**src/rtl/keypad_pkg.sv**
```systemverilog
// Shared constants and types for the 4x4 matrix keypad scanner.
package keypad_pkg;

  localparam int NUM_ROWS = 4;
  localparam int NUM_COLS = 4;

  // Indexed {row, col}: row 0 is the top of the keypad, col 0 the left column.
  localparam logic [3:0] KEY_MAP [0:15] = '{
    4'h1, 4'h2, 4'h3, 4'hA,
    4'h4, 4'h5, 4'h6, 4'hB,
    4'h7, 4'h8, 4'h9, 4'hC,
    4'h0, 4'hF, 4'hE, 4'hD
  };

  typedef enum logic [1:0] {IDLE, PRESS_DB, HELD, REL_DB} kp_state_t;
  typedef enum logic [1:0] {NONE, ONE, MULTI} scan_class_t;

endpackage

```
**src/rtl/scan_tick_gen.sv**
```systemverilog
// Modulo-SCAN_TICKS counter producing a one-cycle tick on the last dwell cycle.
module scan_tick_gen #(
  parameter int SCAN_TICKS = 200_000
) (
  input  logic clock,
  input  logic reset,
  output logic tick
);

  localparam int CNT_W = (SCAN_TICKS > 1) ? $clog2(SCAN_TICKS) : 1;
  localparam logic [CNT_W-1:0] LAST = CNT_W'(SCAN_TICKS - 1);

  logic [CNT_W-1:0] cnt;

  always_ff @(posedge clock or posedge reset) begin
    if (reset) begin
      cnt <= '0;
    end else if (cnt == LAST) begin
      cnt <= '0;
    end else begin
      cnt <= cnt + CNT_W'(1);
    end
  end

  assign tick = (cnt == LAST);

endmodule

```
**src/rtl/keypad_scanner.sv**
```systemverilog
// Column-strobing 4x4 keypad scanner with per-scan debounce and one-shot key reporting.
module keypad_scanner
  import keypad_pkg::*;
#(
  parameter int SCAN_TICKS     = 200_000,
  parameter int DEBOUNCE_SCANS = 4
) (
  input  logic                clock,
  input  logic                reset,
  input  logic [NUM_ROWS-1:0] row,
  output logic [NUM_COLS-1:0] col,
  output logic                key_valid,
  output logic [3:0]          key_code,
  output logic                key_pressed
);

  localparam int DB_W = $clog2(DEBOUNCE_SCANS + 1);
  localparam logic [DB_W-1:0] DB_LAST = DB_W'(DEBOUNCE_SCANS);

  function automatic scan_class_t classify(input logic [15:0] snap);
    int n;
    n = $countones(snap);
    if (n == 0) return NONE;
    else if (n == 1) return ONE;
    else return MULTI;
  endfunction

  // Snapshot bit (4*c + r) holds the key at row r, column c.
  function automatic logic [3:0] decode(input logic [15:0] snap);
    logic [3:0] k;
    k = '0;
    for (int r = 0; r < NUM_ROWS; r++) begin
      for (int c = 0; c < NUM_COLS; c++) begin
        if (snap[c*NUM_ROWS + r]) k = KEY_MAP[r*NUM_COLS + c];
      end
    end
    return k;
  endfunction

  logic [3:0]      row_p0, row_p1;
  logic            tick;
  logic [1:0]      col_idx;
  logic [1:0]      col_next;
  logic [15:0]     snapshot;
  logic [15:0]     snap_next;
  logic            scan_done;
  scan_class_t     scan_class;
  logic [3:0]      scan_code;
  kp_state_t       state;
  logic [3:0]      candidate;
  logic [DB_W-1:0] db_count;
  logic [DB_W-1:0] db_inc;

  scan_tick_gen #(.SCAN_TICKS(SCAN_TICKS)) u_tick (
    .clock (clock),
    .reset (reset),
    .tick  (tick)
  );

  // Stage p0/p1: two-flop synchronizer for the asynchronous row lines.
  always_ff @(posedge clock or posedge reset) begin
    if (reset) begin
      row_p0 <= 4'b1111;
      row_p1 <= 4'b1111;
    end else begin
      row_p0 <= row;
      row_p1 <= row_p0;
    end
  end

  assign col_next  = col_idx + 2'd1;
  assign scan_done = tick && (col_idx == 2'd3);

  always_comb begin
    snap_next = snapshot;
    snap_next[{col_idx, 2'b00} +: 4] = ~row_p1;
  end

  assign scan_class = classify(snap_next);
  assign scan_code  = decode(snap_next);
  assign db_inc     = db_count + DB_W'(1);

  // Column strobe and snapshot capture on the last dwell cycle.
  always_ff @(posedge clock or posedge reset) begin
    if (reset) begin
      col_idx  <= 2'd0;
      col      <= 4'b1110;
      snapshot <= '0;
    end else if (tick) begin
      snapshot <= snap_next;
      col_idx  <= col_next;
      col      <= ~(4'b0001 << col_next);
    end
  end

  // Debounce FSM, advanced once per completed scan.
  always_ff @(posedge clock or posedge reset) begin
    if (reset) begin
      state       <= IDLE;
      candidate   <= '0;
      db_count    <= '0;
      key_valid   <= 1'b0;
      key_code    <= '0;
      key_pressed <= 1'b0;
    end else begin
      key_valid <= 1'b0;
      if (scan_done) begin
        case (state)
          IDLE: begin
            if (scan_class == ONE) begin
              candidate <= scan_code;
              db_count  <= DB_W'(1);
              if (DEBOUNCE_SCANS == 1) begin
                state       <= HELD;
                key_code    <= scan_code;
                key_valid   <= 1'b1;
                key_pressed <= 1'b1;
              end else begin
                state <= PRESS_DB;
              end
            end
          end
          PRESS_DB: begin
            if (scan_class == ONE) begin
              if (scan_code == candidate) begin
                db_count <= db_inc;
                if (db_inc == DB_LAST) begin
                  state       <= HELD;
                  key_code    <= candidate;
                  key_valid   <= 1'b1;
                  key_pressed <= 1'b1;
                end
              end else begin
                candidate <= scan_code;
                db_count  <= DB_W'(1);
              end
            end else begin
              state    <= IDLE;
              db_count <= '0;
            end
          end
          HELD: begin
            // Extra keys while held are ignored: no rollover, no auto-repeat.
            if (scan_class == NONE) begin
              db_count <= DB_W'(1);
              if (DEBOUNCE_SCANS == 1) begin
                state       <= IDLE;
                key_pressed <= 1'b0;
              end else begin
                state <= REL_DB;
              end
            end
          end
          REL_DB: begin
            if (scan_class == NONE) begin
              db_count <= db_inc;
              if (db_inc == DB_LAST) begin
                state       <= IDLE;
                key_pressed <= 1'b0;
              end
            end else begin
              state <= HELD;
            end
          end
          default: state <= IDLE;
        endcase
      end
    end
  end

endmodule

```
**config.mk**
```make
export PLATFORM = sky130hd
export DESIGN_NAME = keypad_scanner
export DESIGN_NICKNAME = d
export VERILOG_FILES = /design/src/rtl/keypad_pkg.sv /design/src/rtl/scan_tick_gen.sv /design/src/rtl/keypad_scanner.sv
export SDC_FILE = /design/constraint.sdc
export NUM_CORES = 1
export LEC_CHECK = 0
export CORE_ASPECT_RATIO = 0.5
export CORE_MARGIN = 5
export CORE_UTILIZATION = 30
export DETAILED_ROUTE_END_ITERATION = 16
export GPL_TIMING_DRIVEN = 0
export PLACE_DENSITY = 0.46
export RECOVER_POWER = 50
export REMOVE_ABC_BUFFERS = 1
export SLEW_MARGIN = 10
export SYNTH_ARGS = -nofsm -noshare
export SYNTH_HDL_FRONTEND = slang
export SYNTH_HIERARCHICAL = 1
export SYNTH_SLANG_ARGS = --single-unit
```
**constraint.sdc**
```tcl
create_clock -name clock -period 6.95 [get_ports clock]
set_input_delay 2.085 -clock clock [delete_from_list [all_inputs] [get_ports clock]]
set_output_delay 2.085 -clock clock [all_outputs]
set_load 0.01 [all_outputs]
```
==> results of run 1 <==
[cell usage after synthesis (8+ instances only)]
cell      n
nor2_1   14
a21oi_1   8
dfrtp_1  52
nand2_1  41
ha_1     14
fa_1     10
o21ai_0  17
nand3_1  16
dfstp_2  11
xnor2_1  10
inv_1    42
[metal layers]
layer	global-route usage [%]	wire length, um	vias up
met1	16.83	4364	1319
met3	3.812	259	11
met2	17.45	3591	26
li1	-	-	1345
met4	3.787	133	0
met5	0	0	-
[cell families after synthesis]
group / after synthesis / synth area share, %
flip-flops: 63 / 41.41
adder cells (fa/ha/maj): 24 / 9.775
multiplexers: 15 / 4.399
AND/OR/NAND/NOR: 129 / 21.02
buffers and inverters: 51 / 5.865
AO/OA/AOI/OAI: 68 / 13.46
XOR/XNOR: 17 / 4.073
[layout make-up]
cell class	count	area, um^2	area share [%]
Timing Repair Buffer	18	168.9	3.785
Clock inverter	7	72.57	1.626
Multi-Input combinational cell	253	2031	45.50
Tap cell	170	212.7	4.766
Inverter	43	161.4	3.616
Clock buffer	9	225.2	5.046
Sequential cell	63	1592	35.66
[power breakdown]
| part | internal [mW] | switching, mW |
|---|---|---|
| clock | 0.278 | 0.176 |
| combinational | 0.0158 | 0.0265 |
| sequential | 0.371 | 0.00223 |
| total | 0.665 | 0.205 |
[state kept, by name, summed over array words and instances, names as in the netlist]
signal and cells:
u_tick/cnt 18, snapshot 16, candidate 4, col 4, key_code 4, row_p0 4
row_p1 4, db_count 3, col_idx 2, state 2, key_pressed 1, key_valid 1
[placed cells by master (no fill, tap or decap), types with 5 or more instances in the layout]
master | synthesis | routed
o31ai_1 | 5 | 5
ha_1 | 14 | 12
dfstp_2 | 11 | 11
nand2_1 | 41 | 41
xnor2_1 | 10 | 10
dfrtp_1 | 52 | 51
inv_1 | 42 | 42
xor2_1 | 6 | 6
nor3_1 | 6 | 6
o21ai_0 | 17 | 17
mux2i_1 | 6 | 6
nand3_1 | 16 | 16
a21oi_1 | 8 | 8
dlygate4sd3_1 | 0 | 5
clkbuf_16 | 0 | 9
nand4_1 | 6 | 6
clkdlybuf4s50_1 | 0 | 10
fa_1 | 10 | 10
nor2_1 | 14 | 15
[worst reg2reg max path, stage by stage, from the launching register on]
cell and delay (ns):
dfrtp_1 0.40, inv_1 0.11, ha_2 0.50, or2b_2 0.37, o32a_2 0.47, fa_1 0.51
fa_1 0.50, inv_1 0.05, fa_1 0.48, inv_1 0.05, fa_1 0.47, inv_1 0.04
ha_1 0.20, fa_1 0.42, or2_2 0.31, a2111oi_4 0.43, and2_2 0.26, nand3_1 0.17
nor2_1 0.22, nand4_4 0.18, mux2_1 0.35
[path summary, 6_finish.rpt]
kind                            startpoint             end  slack [ns]  cells after the start
worst max-delay path            col_idx[1]     key_code[0]        0.33                     20
worst min-delay path             row_p0[3]       row_p1[3]        0.35                      0
worst max register to register  col_idx[1]     key_code[0]        0.33                     20
worst min register to register   row_p0[3]       row_p1[3]        0.35                      0
max in group asynchronous            reset     snapshot[1]        2.88                      3
min in group asynchronous            reset  u_tick/cnt[11]        2.34                      2
[per-stage QoR]
| stage | cells | setup TNS (ns) |
|---|---|---|
| finish | 563 | 0 |
| global route | 563 | 0 |
| CTS | 563 | 0 |
| detailed placement | 545 | -6.318 |
| global placement | 544 | -6.545 |
| floorplan | 359 | 0 |
[what timing repair did]
item | CTS | global route
gates resized for setup | 5 | 5
buffers inserted | 2 | 0
hold buffers | 0 | 0
pin swaps | 0 | 0
setup endpoints to repair | 15 | 6
==> metrics.txt, run 1 <==
status=complete, but fails checks; failing checks=max-capacitance violations, max-slew violations; Final period util=95.24%; Placed Instance Area=4159 um^2; clock latency on the worst-skew pair=0.34 ns; EDFF count, synth=0; clock slew at reported path FFs=0.06 ns; Total Routing Usage GR=11.97%; worst-path maximum fanout=13; CP max stage cell=fa_1; Final Cell Area=4463 um^2; synthesis-stage register bit count=63; cell chosen for the clock root=clkbuf_16; remaining antenna violation count=0; antenna cell count=0; Area Growth Syn to Fin=16.23%; Syn. warnings=6; Via Count=2701; maxcap violations=1; WHS=0.3515 ns; Post-DP HPWL=5.998 mm; CP Cell Sequence=inv_1, ha_2, or2b_2, o32a_2, fa_1, fa_1, inv_1, fa_1, inv_1, fa_1, inv_1, ha_1, fa_1, or2_2, a2111oi_4, and2_2, nand3_1, nor2_1, nand4_4, mux2_1; initial antenna violation count=0; WP data required=7.17 ns; Max Root-Sink Buffers=2; Buf+Inv Stages, Crit Path=4; routed wire length=8.348 mm; CP endpoint kind=register; synth unique cells=78; minimum clock period after layout=6.619 ns; Initial Util=30.50%; Hold Crit Class=register to register; H-tree Lvls=3; CP Class=register to register; Layout Nets=418; Overflow after GRT=0; GPL Wtd Cong=0.7706; DR iter-0 viols=174; Via-to-Cell Ratio=4.798; crit-path max cell delay=0.51 ns; cell row count=29; DR DRC count=0; Num CTS Buffers=9; Core Util, Final=35.45%; largest net degree at the start of global routing=27; maximum vdd drop=122.0 uV; worst rel slew slack=-46.03%; ys flop type=dfrtp_1; critical path's top delay family=adder cells; clk sinks=63; FILL cells=1245; fin worst setup slack=0.3308 ns; global-route wire length before repair=14.69 mm; Pwr Total=870.2 uW; layout cells sized above 1=16.54%; core area=12590 um^2; Mapped Area=3840 um^2; number of global-route vias before repair=2815; Detailed Routing Iterations Pass 1=4; Die Span Y=90 um; P_leak=1.914 nW; Fin. Hold Viols=0; Synth top area share=33.89%; CTS tree=yes; area leader, netlist=dfrtp_1; Setup violations, final=0; Gate Count Post-Synth=367; Layout Skew=0.01036 ns; port bufs=15; power per cell area=195.0 nW/um^2; Slew Limit Fails=27; top cells by area, synth=dfrtp_1, dfstp_2, fa_1; Mean Syn Cell Area=10.46 um^2; startpoint types=register; WL/cell=14.83 um; Seq/Total Area, Yosys=41.41%; chip width=170 um; Max Clk Rate=151.1 MHz; # IOs=16; Synth async-reset ratio=100.0%; full die area=15300 um^2; worst slew pin tran=2.182 ns; most common cell type on the critical path=fa_1; RSZ-0062 raised after global routing=no; critical path arrival=6.84 ns; pre-CTS setup slack=-0.7547 ns
(Power assumes the default switching activity.)
==> run 2, diff against run 1 <==
Settings changed: CORE_UTILIZATION 30 to 52, CTS_BUF_LIST set to sky130_fd_sc_hd__clkbuf_8, PLACE_DENSITY 0.46 to 0.72, REMOVE_ABC_BUFFERS 1 to unset.
==> run 2 against run 1 <==
Against the previous run:
- highest routed layer unchanged
- global-route usage up 6.0 points
- the flow still finishes with violations (max-capacitance violations, max-slew violations)
- clock-buffer cell count unchanged
- first-iteration DRC count down 13%
- sequential share of layout area up 1.1 points
==> metrics.txt, run 2 (same netlist as run 1, synthesis figures left out) <==
status=complete, but fails checks; failing checks=max-capacitance violations, max-slew violations; clk sinks=63; Post-DP HPWL=5.845 mm; Largest regs=u_tick/cnt: 18 flops, snapshot: 16 flops; Final period util=94.75%; Layout Nets=424; H-tree Lvls=3; cell chosen for the clock root=clkbuf_8; Setup violations, final=0; core area=7267 um^2; # IOs=16; worst rel slew slack=-43.15%; clock latency on the worst-skew pair=0.35 ns; P_leak=1.897 nW; Max Clk Rate=151.9 MHz; routed wire length=7.913 mm; Via-to-Cell Ratio=5.855; most frequent cells in the layout=dfrtp_1, inv_1, nand2_1; power per cell area=174.5 nW/um^2; total nets after synthesis=397; DR iter-0 viols=151; Layout Skew=0.007489 ns; remaining antenna violation count=0; CP max stage cell=or4bb_4; DR DRC count=0; CP endpoint kind=register; max reg flops=18; WL/cell=15.99 um; largest net degree at the start of global routing=41; layout cells sized above 1=16.79%; WHS=0.3533 ns; Hold Crit Class=register to register; antenna cell count=0; Core Util, Final=59.61%; Biggest register=u_tick/cnt; CP Cell Sequence=buf_6, inv_1, ha_1, or4bb_4, o22ai_2, inv_1, fa_1, fa_1, inv_1, fa_1, inv_1, fa_1, inv_1, ha_1, fa_1, or2_2, a2111oi_4, and2_2, nand3_1, a31oi_1, mux2_1; initial antenna violation count=0; Die Span Y=70.77 um; total negative slack=0 ns; dpl cells=479; global-route wire length before repair=13.61 mm; WP data required=7.18 ns; GPL Wtd Cong=0.8611; worst-path maximum fanout=10; cell row count=22; Detailed Routing Iterations Pass 1=5; chip width=131.5 um; Initial Util=52.84%; Fin. Hold Viols=0; Total Routing Usage GR=17.93%; full die area=9307 um^2; Overflow after GRT=0; CP Class=register to register; maxcap violations=1; fin cells=495; clock slew at reported path FFs=0.07 ns; CTS tree=yes; startpoint types=register; Area Growth Syn to Fin=12.81%; RSZ-0062 raised after global routing=no; Slew Limit Fails=41; Num CTS Buffers=9; Max Root-Sink Buffers=2; port bufs=15; crit-path max cell delay=0.57 ns; Via Count=2898; maximum vdd drop=113.7 uV; critical path arrival=6.82 ns; number of global-route vias before repair=2944; most common cell after layout, fill and taps aside=dfrtp_1; minimum clock period after layout=6.585 ns; worst slew pin tran=2.147 ns
-- run 2: final timing paths --
kind / slack, ns / depth (start not counted) / end / from
worst max-delay path: 0.36 / 21 / candidate[1] / col_idx[0]
worst min-delay path: 0.35 / 0 / row_p1[0] / row_p0[0]
worst min register to register: 0.35 / 0 / row_p1[0] / row_p0[0]
max in group asynchronous: 2.40 / 3 / col_idx[0] / reset
worst max register to register: 0.36 / 21 / candidate[1] / col_idx[0]
min in group asynchronous: 2.31 / 2 / u_tick/cnt[5] / reset
-- run 2: metal layers --
| layer | GRT usage [%] | wire length (um) |
|---|---|---|
| met2 | 31.12 | 3962 |
| met3 | 5.540 | 345 |
| met4 | 5.359 | 96 |
| met5 | 0 | 0 |
| met1 | 21.79 | 3509 |
-- run 2: what timing repair did --
action	in CTS	in global routing
resized for setup	4	9
pin swaps	0	1
setup buffers	0	0
endpoints found under the setup margin	8	6
hold buffers	0	0
-- run 2: worst max-delay path, delay by kind of cell (launching register included) --
family	cells	cell delay, ns
simple gates	4	1.32
compound gates	3	0.88
mux	1	0.35
buf+inv	6	0.46
fa+ha+maj	7	3.00
flops	1	0.44
-- run 2: stage by stage --
step / area [um^2] / worst slack, ns / total power, mW
detailed placement: 4130 / -0.3954 / 0.4213
global route: 4332 / 0.01080 / 0.7887
CTS: 4362 / 0.07909 / 0.7692
global placement: 4110 / -0.2783 / 0.4176
finish: 4332 / 0.3649 / 0.7561
floorplan: 3840 / 0.3357 / 0.4080
-- run 2: power breakdown --
part / internal, mW / total [mW] / switching, mW
clock network: 0.199 / 0.340 / 0.141
logic: 0.0158 / 0.0425 / 0.0267
registers: 0.371 / 0.373 / 0.00235
total: 0.586 / 0.756 / 0.170
-- run 2: area by class of cell --
type | instances | area [um^2]
clock buffer | 9 | 123.9
buffer | 8 | 63.81
timing repair buffer | 16 | 153.9
inverter | 43 | 161.4
sequential | 63 | 1592
tap | 96 | 120.1
fill | 607 | 2935
clock inverter | 7 | 88.84
multi-input combinational | 253 | 2028
==> run 3, diff against run 2 <==
Settings changed: GPL_ROUTABILITY_DRIVEN set to 1, GPL_TIMING_DRIVEN 0 to unset, SKIP_CTS_REPAIR_TIMING set to 1.
==> run 3 against run 2 <==
Against the previous run:
- the run still ends with max-capacitance violations, max-slew violations left
- sequential share of layout area increased by 0.66 points
- routed wire length increased by 2.1%
- combinational power about the same
- via count decreased by 3.6%
- setup slack got worse by 0.051 ns
- highest routed layer unchanged
==> metrics.txt, run 3 (same netlist as run 1, synthesis figures left out) <==
DR iter-0 viols=156; layout cells sized above 1=16.28%; Final period util=95.48%; Overflow after GRT=0; clk sinks=63; Initial Util=52.84%; crit-path max cell delay=0.49 ns; core area=7267 um^2; port bufs=15; initial antenna violation count=0; dpl cells=473; power per cell area=170.5 nW/um^2; Largest regs=u_tick/cnt: 18 flops, snapshot: 16 flops; Hold Crit Class=register to register; RSZ-0062 raised after global routing=no; Slew Limit Fails=73; most common cell type on the critical path=inv_1; Fin. Hold Viols=0; status=complete, but fails checks; Setup violations, final=0; WL/cell=16.52 um; most common cell after layout, fill and taps aside=dfrtp_1; chip width=131.5 um; startpoint types=register; largest net degree at the start of global routing=46; FILL cells=614; worst slew pin tran=2.005 ns; CP max stage cell=fa_1; clock latency on the worst-skew pair=0.34 ns; max reg flops=18; total nets after synthesis=397; Total Routing Usage GR=18.26%; global-route wire length before repair=13.88 mm; # IOs=16; cell chosen for the clock root=clkbuf_8; failing checks=max-capacitance violations, max-slew violations; P_leak=1.871 nW; CP Cell Sequence=inv_1, ha_2, buf_4, nor4bb_1, mux2i_1, inv_1, fa_1, inv_1, fa_1, inv_1, fa_1, inv_1, fa_1, inv_1, ha_1, fa_1, or2_2, a2111oi_2, buf_4, and2_1, nand3_1, nor2_2, nand4_4, mux2_1; routed wire length=8.077 mm; clock slew at reported path FFs=0.07 ns; Die Span Y=70.77 um; Area Growth Syn to Fin=10.72%; CTS tree=yes; minimum clock period after layout=6.636 ns; critical path arrival=6.86 ns; Layout Nets=418; total negative slack=0 ns; H-tree Lvls=3; full die area=9307 um^2; fin cells=489; Post-DP HPWL=5.835 mm; maximum vdd drop=111.0 uV; remaining antenna violation count=0; cell row count=22; WP data required=7.17 ns; DR DRC count=0; Via-to-Cell Ratio=5.712; most frequent cells in the layout=dfrtp_1, inv_1, nand2_1; GPL Wtd Cong=0.9183; worst rel slew slack=-34.14%; maxcap violations=2; Num CTS Buffers=9; Max Clk Rate=150.7 MHz; antenna cell count=0; Pwr Total=724.8 uW; WHS=0.3564 ns; Detailed Routing Iterations Pass 1=6; worst-path maximum fanout=8; Layout Skew=0.008508 ns; CP endpoint kind=register; Biggest register=u_tick/cnt; Via Count=2793; number of global-route vias before repair=2847; CP Class=register to register; Max Root-Sink Buffers=2
## run 3: cell type report
class                      count  area (um^2)  share of cell area [%]
multi-input combinational    253         2018                   47.47
clock buffer                   9        123.9                   2.913
clock inverter                 7        65.06                   1.530
tap                           96        120.1                   2.825
sequential                    63         1590                   37.40
inverter                      43        161.4                   3.796
timing repair buffer          18        172.7                   4.061
## run 3: power by group
group,total [mW],switching (mW),leakage (nW),internal [mW]
sequential,0.374,0.00258,0.827,0.371
clock,0.309,0.145,0.101,0.163
combinational,0.0426,0.0266,0.943,0.0160
## run 3: layer usage
layer | vias up | global-route usage [%] | part of all wire (%)
li1 | 1333 | - | -
met1 | 1371 | 23.77 | 45
met2 | 75 | 30.45 | 48
met3 | 14 | 4.901 | 5.0
met4 | 0 | 5.245 | 1.3
met5 | - | 0 | 0
## run 3: path summary, 6_finish.rpt
check                      startpoint  slack [ns]  cells after the start             to
max in group asynchronous       reset        3.21                      2       state[0]
min in group asynchronous       reset        2.33                      2  u_tick/cnt[8]
setup / recovery           col_idx[1]        0.31                     24    key_code[1]
hold reg to reg             row_p0[1]        0.36                      0      row_p1[1]
setup reg to reg           col_idx[1]        0.31                     24    key_code[1]
hold / removal              row_p0[1]        0.36                      0      row_p1[1]
## run 3: worst max-delay path: cells and delay by family (launching register included)
family	cells	cell delay, ns
AND/OR/NAND/NOR	6	1.19
multiplexers	2	0.74
buffers and inverters	8	0.84
flip-flops	1	0.43
adder cells (fa/ha/maj)	7	2.90
AO/OA/AOI/OAI	1	0.39
## run 3: metrics by stage
step	worst slack (ns)	area (um^2)	utilization [%]
detailed placement	0.1045	4069	55.99
floorplan	0.3357	3840	-
global route	0.04329	4252	58.51
global placement	0.4103	4069	55.99
finish	0.3144	4252	58.51
CTS	0.03974	4258	58.59
